**config.mk**
```make
export PLATFORM = sky130hd
export DESIGN_NAME = id_ex_skid_reg
export DESIGN_NICKNAME = d
export VERILOG_FILES = /design/src/rtl/id_ex_skid_reg.sv
export SDC_FILE = /design/constraint.sdc
export NUM_CORES = 1
export LEC_CHECK = 0
export CAP_MARGIN = 20
export CORE_UTILIZATION = 51
export CTS_CLUSTER_DIAMETER = 120
export DETAILED_ROUTE_END_ITERATION = 12
export PLACE_DENSITY_LB_ADDON = 0.1
export SKIP_CTS_REPAIR_TIMING = 1
export SYNTH_ARGS = -nofsm -noshare
export SYNTH_HDL_FRONTEND = slang
export SYNTH_SLANG_ARGS = --single-unit
```
**constraint.sdc**
```tcl
create_clock -name clk -period 2.5 [get_ports clk]
set_input_delay 0.5 -clock clk [delete_from_list [all_inputs] [get_ports clk]]
set_output_delay 0.5 -clock clk [all_outputs]
set_load 0.01 [all_outputs]
```
**src/rtl/id_ex_skid_reg.sv**
```systemverilog
`default_nettype none
// id_ex_skid_reg -- ID/EX pipeline register with a skid slot so in_ready comes straight from a flop. Rev 1.0
// Define ID_EX_FWD_EN to forward write-back data into captured and held operands.
module id_ex_skid_reg #(
    parameter int DATA_W = 16,
    parameter int REG_AW = 4,
    parameter int ALUF_W = 2
) (
    input  logic              clk,
    input  logic              reset,
    input  logic              flush,
    input  logic              in_valid,
    output logic              in_ready,
    input  logic              RegWriteC,
    input  logic              MemWriteC,
    input  logic              MemToRegC,
    input  logic [ALUF_W-1:0] aluFuncC,
    input  logic [REG_AW-1:0] srcAddD1,
    input  logic [REG_AW-1:0] srcAddD2,
    input  logic [DATA_W-1:0] srcDataD1,
    input  logic [DATA_W-1:0] srcDataD2,
    input  logic [REG_AW-1:0] destAddD,
    input  logic              wb_we,
    input  logic [REG_AW-1:0] wb_addr,
    input  logic [DATA_W-1:0] wb_data,
    output logic              out_valid,
    input  logic              out_ready,
    output logic              RegWriteE,
    output logic              MemWriteE,
    output logic              MemToRegE,
    output logic [ALUF_W-1:0] aluFuncE,
    output logic [DATA_W-1:0] srcDataE1,
    output logic [DATA_W-1:0] srcDataE2,
    output logic [REG_AW-1:0] destAddE
);

    typedef struct packed {
        logic              reg_write;
        logic              mem_write;
        logic              mem_to_reg;
        logic [ALUF_W-1:0] alu_func;
        logic [REG_AW-1:0] src_add1;
        logic [REG_AW-1:0] src_add2;
        logic [DATA_W-1:0] src_data1;
        logic [DATA_W-1:0] src_data2;
        logic [REG_AW-1:0] dest_add;
    } entry_t;

    entry_t main_q, main_d, skid_q, skid_d;
    entry_t in_raw, in_ent, main_cur, skid_cur;
    logic   main_valid_q, main_valid_d;
    logic   skid_valid_q, skid_valid_d;
    logic   accept, drain;

    assign in_raw = {RegWriteC, MemWriteC, MemToRegC, aluFuncC, srcAddD1, srcAddD2,
                     srcDataD1, srcDataD2, destAddD};

`ifdef ID_EX_FWD_EN
    function automatic entry_t fwd(input entry_t e, input logic we,
                                   input logic [REG_AW-1:0] addr, input logic [DATA_W-1:0] data);
        entry_t r;
        r = e;
        if (we && (e.src_add1 == addr)) r.src_data1 = data;
        if (we && (e.src_add2 == addr)) r.src_data2 = data;
        return r;
    endfunction

    assign in_ent   = fwd(in_raw, wb_we, wb_addr, wb_data);
    assign main_cur = fwd(main_q, wb_we, wb_addr, wb_data);
    assign skid_cur = fwd(skid_q, wb_we, wb_addr, wb_data);
`else
    logic unused_fwd;

    assign in_ent   = in_raw;
    assign main_cur = main_q;
    assign skid_cur = skid_q;
    // Source addresses and write-back inputs only matter to the forwarding build.
    assign unused_fwd = ^{wb_we, wb_addr, wb_data, main_q.src_add1, main_q.src_add2,
                          skid_q.src_add1, skid_q.src_add2};
`endif

    assign in_ready  = ~skid_valid_q;
    assign out_valid = main_valid_q;
    assign accept    = in_valid & in_ready;
    assign drain     = main_valid_q & out_ready;

    always_comb begin
        main_d       = main_cur;
        skid_d       = skid_cur;
        main_valid_d = main_valid_q;
        skid_valid_d = skid_valid_q;
        if (flush) begin
            main_valid_d = 1'b0;
            skid_valid_d = 1'b0;
        end else if (drain && skid_valid_q) begin
            main_d       = skid_cur;
            skid_valid_d = 1'b0;
        end else if (accept && (!main_valid_q || drain)) begin
            main_d       = in_ent;
            main_valid_d = 1'b1;
        end else if (accept) begin
            skid_d       = in_ent;
            skid_valid_d = 1'b1;
        end else if (drain) begin
            main_valid_d = 1'b0;
        end
    end

    always_ff @(posedge clk or negedge reset) begin
        if (!reset) begin
            main_valid_q <= 1'b0;
            skid_valid_q <= 1'b0;
            main_q       <= '0;
            skid_q       <= '0;
        end else begin
            main_valid_q <= main_valid_d;
            skid_valid_q <= skid_valid_d;
            main_q       <= main_d;
            skid_q       <= skid_d;
        end
    end

    // Stale payload may sit in main after a drain; gating the control bits keeps bubbles harmless.
    assign RegWriteE = main_q.reg_write  & main_valid_q;
    assign MemWriteE = main_q.mem_write  & main_valid_q;
    assign MemToRegE = main_q.mem_to_reg & main_valid_q;
    assign aluFuncE  = main_q.alu_func;
    assign srcDataE1 = main_q.src_data1;
    assign srcDataE2 = main_q.src_data2;
    assign destAddE  = main_q.dest_add;

endmodule
`default_nettype wire

```
==> metrics.txt <==
CP top delay family flip-flops; fillcell total 574; Crit Path Class reg -> out; multi-input logic area approximately 1500 µm²; post-DR wirelength/cell 15.0 µm; Congestion Overflow GR 0; clock slew at reported path FFs 0.08 ns; r2r endpoint skid_cur[24]; VDD IR-drop max about 0.42 mV; DR vias approximately 2,200; Iteration-0 DRC Markers 46; HPWL Detailed between 4000 and 5000 µm; setup violators final 0; crit path launch type register; clk buf depth 2; first-pass GRT wire length 11,100 µm; unrepaired setup endpoints after global routing no; CTS buffer count 9; Ys Warns 0; total wire length 6480 µm; CP arrival 1.64 ns; Die X about 90 µm; CP max stage cell dfrtp_1; RR Startpoint skid_valid_q; syn_nets 347; I/O Pins about 120; Min Hold Slack 0.128 ns; initial antenna violation count 0; CTS root buffer clkbuf_8; std cell rows 31; power per cell area between 700 and 800 nW/µm²; Sink Count 84; largest net degree at the start of global routing 46; # port buffers 88; Cell Area, Synth between 3000 and 4000 µm²; Max-Cap Viols 0; setup tns final 0 ns; share of cells above drive strength 1 approximately 44%; Final GP Congestion roughly 0.66; CTS tree done; Area contributors post-synth dfrtp_1, mux2_2, buf_4; maximum clock rate between 400 and 500 MHz; CP peak stage delay 0.58 ns; CP Max Fanout 11; hold crit path type in -> async; cell taking the most area after synthesis dfrtp_1; core utilization of the finished layout roughly 67%; Final Skew around 0.0086 ns; Pleak 2.04 nW; Core Footprint ~7400 µm²; die footprint 8100 µm²; DRC 0; drt pass-1 iters 3; Hold Vio Cnt, Final 0; Worst Path Buf+Inv 1; register area ~2100 µm²; Slew @ Worst Pin between 0.5 and 0.6 ns; post-synthesis sequential area ratio a little over half; Reg2Reg Depth 4; Final nets slightly above 400; cells along the critical path and2_1 -> clkdlybuf4s50_1; Avg Inst Size Synth 14.5 µm²; Final Critical Period ~2.1 ns; Worst-Skew Late Latency 0.34 ns; Layout area overhead 24.1%; Die Height between 90 and 100 µm; status complete, no violations; Routed Antenna Nets 0; Slew HR between 60% and 70%; Post-Synthesis Cells between 200 and 300; ANT cells 0; Worst setup EP type output port; fin crit share a little under nine tenths; Distinct cells, synth 15; CTS H-Tree Depth 3; vias per cell 5.06; Slew Viols, Final 0; flop2flop setup slack approximately 0.67 ns; Crit path required time around 2 ns; vias in the first global route 2,297; GRT Overall Usage between 10% and 20%; register bit total from synthesis 84; Tot Pwr ~0.0036 W; top-area cell type share of the netlist area a little over half; Initial Utilization 53.6%
sequential cells by signal, summed over array words and instances, names as in the netlist:
signal        flops
skid_valid_q      1
main_cur          3
srcDataE2        16
skid_cur         41
aluFuncE          2
destAddE          4
out_valid         1
srcDataE1        16
area by class of cell:
type | instances | share of cell area (%)
inverters | 2 | 0.153
well taps | 99 | 2.53
flip-flops and latches | 84 | 42.9
clock inverters | 5 | 1.07
multi-input cells | 135 | 30.5
clock buffers | 11 | 2.68
repair buffers | 96 | 20.2
worst max path at each step:
stage | start | to | slack (ns) | cells past startpoint
2_1_floorplan | out_valid | aluFuncE[0] | 0.84 | 5
4_1_cts | out_valid | RegWriteE | 0.33 | 2
3_5_place_dp | out_ready | aluFuncE[0] | 0.12 | 5
3_3_place_gp | out_ready | srcDataE1[11] | 0.16 | 5
5_1_grt | out_valid | MemToRegE | 0.25 | 2
6_report | out_valid | MemToRegE | 0.36 | 2
where the power goes:
group	switching [W]	leakage [nW]	internal, W
registers	0.000158	1.01	0.00169
logic	0.000285	0.932	0.000590
clock network	0.000452	0.0931	0.000457
through the flow:
step | instances | area [µm²] | worst slack, ns
global route | 432 | 4900 | 0.251
detailed placement | 416 | 4720 | 0.123
CTS | 432 | 4900 | 0.330
global placement | 416 | 4720 | 0.155
floorplan | 272 | 3950 | 0.838
finish | 432 | 4900 | 0.356
placed cells by master (no fill, tap or decap):
cell and count:
mux2_2 120, dfrtp_1 84, nand3_2 1, o21ai_0 1
a221oi_4 1, nand2_1 1, bufinv_16 1, buf_12 4
clkdlybuf4s50_1 87, nand2b_1 1, mux2_1 3, nor4b_4 1
inv_1 2, clkbuf_1 2, clkinv_2 3, buf_4 5
a21oi_1 2, clkbuf_8 9, clkinvlp_4 1, and2_1 3
a211oi_1 1
logic make-up after synthesis:
| family | synth area share, % |
|---|---|
| multiplexers | 35.1 |
| buffers and inverters | 9.31 |
| AND/OR/NAND/NOR | 1.46 |
| flip-flops | 53.2 |
| AO/OA/AOI/OAI | 0.950 |
per-layer routing:
metal / share of wire (%) / vias to the layer above / track usage [%]
li1: - / 1033 / -
met1: 44 / 1093 / 21.9
met2: 49 / 56 / 28.4
met3: 6.4 / 6 / 6.60
met4: 1.1 / 0 / 4.84
met5: 0 / - / 0
synthesized netlist by cell type, drive strengths merged:
library cell	count
inv	2
a21oi	2
nand3	1
nand2b	1
buf	51
nor4b	1
a221oi	1
dfrtp	84
nand2	1
and2	3
mux2	123
o21ai	1
a211oi	1
(Power assumes the default switching activity.)
